$ cat src/rtl/axi2apb_sched.sv
// axi2apb_sched: command scheduler for the AXI-to-APB bridge.
//
// Arbitrates between AXI AW and AR address requests (round-robin by default),
// then expands the accepted burst into single-beat APB commands. One beat is
// issued at a time and the next one is held until the downstream controller
// pulses `finish`. Only one burst is outstanding at any time.
//
// Optional feature macro: AXI2APB_SCHED_WPRIO_EN
//   defined   - writes have strict priority; a read waiting through 4
//               consecutive write grants is then forced through.
//   undefined - round-robin between AW and AR.
//
// Ports:
//   clk, rst                  clock, synchronous active-high reset
//   AW* / AR*                 AXI write / read address channels
//   cmd_valid / cmd_ready     beat command handshake
//   cmd_read, cmd_id,
//   cmd_addr, cmd_last,
//   cmd_err                   beat command payload ({slave[3:0], offset} address)
//   finish                    one-cycle pulse: issued beat fully completed
//   busy                      a burst is in progress
module axi2apb_sched #(
    parameter int unsigned AXI_ID_WIDTH   = 6,
    parameter int unsigned AXI_ADDR_WIDTH = 32,
    parameter int unsigned APB_NUM_SLAVES = 8,
    parameter int unsigned APB_ADDR_WIDTH = 12
) (
    input  logic                      clk,
    input  logic                      rst,
    input  logic [AXI_ID_WIDTH-1:0]   AWID,
    input  logic [AXI_ADDR_WIDTH-1:0] AWADDR,
    input  logic [7:0]                AWLEN,
    input  logic [2:0]                AWSIZE,
    input  logic                      AWVALID,
    output logic                      AWREADY,
    input  logic [AXI_ID_WIDTH-1:0]   ARID,
    input  logic [AXI_ADDR_WIDTH-1:0] ARADDR,
    input  logic [7:0]                ARLEN,
    input  logic [2:0]                ARSIZE,
    input  logic                      ARVALID,
    output logic                      ARREADY,
    output logic                      cmd_valid,
    input  logic                      cmd_ready,
    output logic                      cmd_read,
    output logic [AXI_ID_WIDTH-1:0]   cmd_id,
    output logic [APB_ADDR_WIDTH+3:0] cmd_addr,
    output logic                      cmd_last,
    output logic                      cmd_err,
    input  logic                      finish,
    output logic                      busy
);

    typedef enum logic [1:0] {StIdle, StIssue, StWait} state_e;

    state_e                    state_q, state_d;
    logic                      grant_w, grant_r, accept;
    logic [AXI_ADDR_WIDTH-1:0] sel_addr;
    logic [2:0]                sel_size;
    logic [3:0]                sel_slave;
    logic                      sel_err;
    logic [APB_ADDR_WIDTH-1:0] incr;

    logic [AXI_ID_WIDTH-1:0]   id_q;
    logic [3:0]                slave_q;
    logic [APB_ADDR_WIDTH-1:0] off_q;
    logic [7:0]                beats_q;
    logic [2:0]                size_q;
    logic                      read_q;
    logic                      err_q;

    // Upper AXI address bits select nothing on APB.
    logic unused_addr_bits;
    assign unused_addr_bits = ^sel_addr[AXI_ADDR_WIDTH-1:APB_ADDR_WIDTH+4];

`ifdef AXI2APB_SCHED_WPRIO_EN
    logic [2:0] starve_q;

    // Writes win unless the pending read has sat through 4 write grants.
    always_comb begin
        grant_w = 1'b0;
        grant_r = 1'b0;
        if (state_q == StIdle && !rst) begin
            if (ARVALID && (!AWVALID || starve_q == 3'd4)) begin
                grant_r = 1'b1;
            end else if (AWVALID) begin
                grant_w = 1'b1;
            end
        end
    end

    always_ff @(posedge clk) begin
        if (rst) begin
            starve_q <= 3'd0;
        end else if (grant_r) begin
            starve_q <= 3'd0;
        end else if (grant_w) begin
            starve_q <= ARVALID ? starve_q + 3'd1 : 3'd0;
        end
    end
`else
    logic last_read_q;  // 1: last grant went to the read channel

    always_comb begin
        grant_w = 1'b0;
        grant_r = 1'b0;
        if (state_q == StIdle && !rst) begin
            if (AWVALID && ARVALID) begin
                grant_w = last_read_q;
                grant_r = ~last_read_q;
            end else begin
                grant_w = AWVALID;
                grant_r = ARVALID;
            end
        end
    end

    always_ff @(posedge clk) begin
        if (rst) begin
            last_read_q <= 1'b1;
        end else if (accept) begin
            last_read_q <= grant_r;
        end
    end
`endif

    assign accept  = grant_w | grant_r;
    assign AWREADY = grant_w;
    assign ARREADY = grant_r;

    assign sel_addr  = grant_r ? ARADDR : AWADDR;
    assign sel_size  = grant_r ? ARSIZE : AWSIZE;
    assign sel_slave = sel_addr[APB_ADDR_WIDTH +: 4];
    assign sel_err   = (sel_size > 3'd2) || ({1'b0, sel_slave} >= 5'(APB_NUM_SLAVES));

    // Only the offset advances; the slave index is held, so the offset wraps.
    assign incr = {{(APB_ADDR_WIDTH-1){1'b0}}, 1'b1} << size_q;

    always_ff @(posedge clk) begin
        if (rst) begin
            state_q <= StIdle;
        end else begin
            state_q <= state_d;
        end
    end

    always_comb begin
        state_d   = state_q;
        cmd_valid = 1'b0;
        busy      = 1'b1;
        unique case (state_q)
            StIdle: begin
                busy = 1'b0;
                if (accept) state_d = StIssue;
            end
            StIssue: begin
                cmd_valid = 1'b1;
                if (cmd_ready) state_d = StWait;
            end
            StWait: begin
                if (finish) state_d = (beats_q == 8'd0) ? StIdle : StIssue;
            end
            default: state_d = StIdle;
        endcase
    end

    always_ff @(posedge clk) begin
        if (rst) begin
            id_q    <= '0;
            slave_q <= 4'd0;
            off_q   <= '0;
            beats_q <= 8'd0;
            size_q  <= 3'd0;
            read_q  <= 1'b0;
            err_q   <= 1'b0;
        end else if (accept) begin
            id_q    <= grant_r ? ARID : AWID;
            slave_q <= sel_slave;
            off_q   <= sel_addr[APB_ADDR_WIDTH-1:0];
            beats_q <= grant_r ? ARLEN : AWLEN;
            size_q  <= sel_size;
            read_q  <= grant_r;
            err_q   <= sel_err;
        end else if (state_q == StWait && finish && beats_q != 8'd0) begin
            off_q   <= off_q + incr;
            beats_q <= beats_q - 8'd1;
        end
    end

    assign cmd_read = read_q;
    assign cmd_id   = id_q;
    assign cmd_addr = {slave_q, off_q};
    assign cmd_err  = err_q;
    assign cmd_last = (state_q != StIdle) && (beats_q == 8'd0);

endmodule

$ cat config.mk
export PLATFORM = sky130hd
export DESIGN_NAME = axi2apb_sched
export DESIGN_NICKNAME = d
export VERILOG_FILES = /design/src/rtl/axi2apb_sched.sv
export SDC_FILE = /design/constraint.sdc
export NUM_CORES = 1
export LEC_CHECK = 0
export CORE_MARGIN = 2
export CORE_UTILIZATION = 33
export DETAILED_ROUTE_END_ITERATION = 10
export PLACE_DENSITY = 0.69
export RECOVER_POWER = 25
export SLEW_MARGIN = 15
export SYNTH_ARGS = -nofsm -noshare
export SYNTH_HDL_FRONTEND = slang
export SYNTH_SLANG_ARGS = --single-unit
$ cat constraint.sdc
create_clock -name clk -period 2.7 [get_ports clk]
set_input_delay 0.27 -clock clk [delete_from_list [all_inputs] [get_ports clk]]
set_output_delay 0.27 -clock clk [all_outputs]
set_load 0.005 [all_outputs]
==> flow_summary.toml <==
[status]
outcome = "complete, but fails checks"
violations = "capacitance limit, slew limit"

[clocking]
cts_tree = "built"
clockBufferDepth = 2
clk_pin_slew_ns = 0.09
cts_sinks = 38
insertion_delay_ns = 0.30
cts-buffers-inserted = 5
hold_buffers = 0
cts_root_buf = "clkbuf_8"
htree_levels = 2
cts_resized = 0
post_cts_buffers = 0

[logic_synthesis]
synth_cell_types = 65
yosys.area_share.simple = 0.266
avgSynthCellArea_um2 = 8.14
syn-instance-count = 310
synthFlopType = "dfxtp_1"
syn_nets = 424
synth_mux_area_frac = 0.0337
yosysWarningCount = 0
postSynth.asyncResetShare = 0
synth_top_family_by_area = "compound AO/OA/AOI/OAI gates"
synth_adder_area_share = 0.0526
synth_edf_count = 0
synth_area_um2 = 2520
synth-xor-area-share = 0.0208
ys_seq_area_frac = 0.301
synth_compound_area_frac = 0.271
synth-seq-cells = 38

[cells_and_area]
final_common_cell = "clkdlybuf4s50_1"
multi_input_area_um2 = 1630
layout.nets = 517
diodes = 0
area_growth_pct = 48.2
stdcell_count = 503
nFillCells = 702
drive_gt1_frac = 0.0891
final_cell_mix = "86 x clkdlybuf4s50_1, 58 x nand2_1, 38 x dfxtp_1"
regArea_um2 = 761

[grt]
grt_start_max_net_pins = 40
grt_busiest_layer = "met2"
grt_overflow = 0
met2_usage = 0.292
use_met3 = 0.0664
grt_pass1_wl_um = 12600
grt_pass1_vias = 2741
met1_usage = 0.229
grt_usage = 0.185
antenna_found_initial = 0

[placed_design]
gp_congestion = 0.864
portBuffers = 100
dp_hpwl_um = 5640
dp.cells = 495
pre_cts_ws_ns = 0.371

[power_and_ir_drop]
leakagePower_nw = 1.49
powerDensity_nw_per_um2 = 480
ir_drop_v = 0.000212
total_power_mw = 1.80

[critical_path]
cp_max_fo = 9
reg2reg_setup_slack_ns = 0.30
slowest_stage = "fa_1"
max_stage_delay_ns = 0.41
crit_chain = "nor3_1 -> ha_1 -> inv_1 -> fa_1 -> nor2b_1 -> o211a_1 -> o21ai_0 -> o32a_1 -> a21oi_1"
cp-end-kind = "flip-flop"
critPathLaunchType = "flip-flop"
arrival_ns = 2.61
required_ns = 2.91
worstSetupPathType = "flip-flop to flip-flop"

[timing]
post-route-period-util = 0.888
finalMaxSlewViolations = 40
rsz0062_at_grt = "false"
setup_ws_ns = 0.303
setup_tns_ns = 0
fin_skew_ns = 0.00886
period_minus_slack_ns = 2.40
finalSetupViolCount = 0
hold_viol = 0
hold_ws_ns = 0.475
tightest_slew_ns = 1.80
slew_headroom = -0.200
max_freq_mhz = 417

[die]
die_h_um = 91.5
start_util = 0.344
die_area_um2 = 8360
die_x_um = 91.5
core_area_um2 = 7330
rows = 31
boundaryPins = 133

[routing]
viasPerCell = 5.37
detail-route-antenna-nets = 0
vias = 2700
wl_um = 7520
drtIter0Drc = 144
drcViolationCount = 0
drtPass1Iterations = 4
avgRoutedWirePerCell_um = 15.0

[flow_run]
cap_violations = 1

[min_path]
hold_path_class = "flip-flop to flip-flop"
[synthesized netlist by cell type, types with 5 or more instances]
cell type	n	area [um^2]
clkbuf_1	12	45.0
buf_2	5	25.0
a21oi_1	14	70.1
o21ai_0	8	40.0
o211ai_1	6	45.0
nor3_1	5	25.0
inv_1	7	26.3
a211oi_1	7	52.6
ha_1	9	113
dfxtp_1	38	761
nor2_1	31	116
a311oi_1	19	166
nand2_1	58	218
a221oi_1	5	43.8
[metrics by stage]
step | instance area, um^2 | util
after floorplan | 2520 | -
after CTS | 3740 | 0.511
final | 3740 | 0.510
after global routing | 3740 | 0.510
after global placement | 3610 | 0.492
after detailed placement | 3610 | 0.492
[registers in the layout, summed over array words and instances (netlist names)]
register,count
slave_q,4
state_q,2
cmd_read,1
beats_q,8
cmd_err,1
size_q,3
cmd_id,6
last_read_q,1
off_q,12
[final timing paths]
| kind | from | endpoint | cells past startpoint |
|---|---|---|---|
| worst max register to register | size_q[0] | off_q[10] | 9 |
| worst max-delay path | size_q[0] | off_q[10] | 9 |
| worst min-delay path | cmd_err | cmd_err | 2 |
| worst min register to register | cmd_err | cmd_err | 2 |
[worst max-delay path: cells and delay by family (launching register included)]
kind                     cells  cell delay [ns]
AND/OR/NAND/NOR              2             0.41
AO/OA/AOI/OAI                4             0.81
buffers and inverters        1             0.06
adder cells (fa/ha/maj)      2             0.63
flip-flops                   1             0.39
[area by class of cell]
class / instances / area share
clock buffers: 5 / 0.0184
clock inverters: 3 / 0.0184
inverters: 8 / 0.00803
multi-input cells: 243 / 0.435
flip-flops and latches: 38 / 0.203
well taps: 99 / 0.0331
repair buffers: 107 / 0.284
[where the power goes]
part / internal, mW / leakage [nW] / switching, mW
sequential: 0.615 / 0.314 / 0.0570
combinational: 0.293 / 1.11 / 0.227
clock: 0.371 / 0.0683 / 0.233
total: 1.28 / 1.49 / 0.517
[logic make-up (layout without fill, tap and decap cells)]
family	after synthesis	after routing
AND/OR/NAND/NOR	132	132
AO/OA/AOI/OAI	87	87
flip-flops	38	38
buffers and inverters	29	123
adder cells (fa/ha/maj)	10	10
multiplexers	8	8
XOR/XNOR	6	6
[layer usage]
metal	vias up	routed length (um)
li1	1334	-
met1	1252	3320
met2	102	3340
met3	12	710
met4	0	146
met5	-	0
Power figures use the tool's default switching activity.
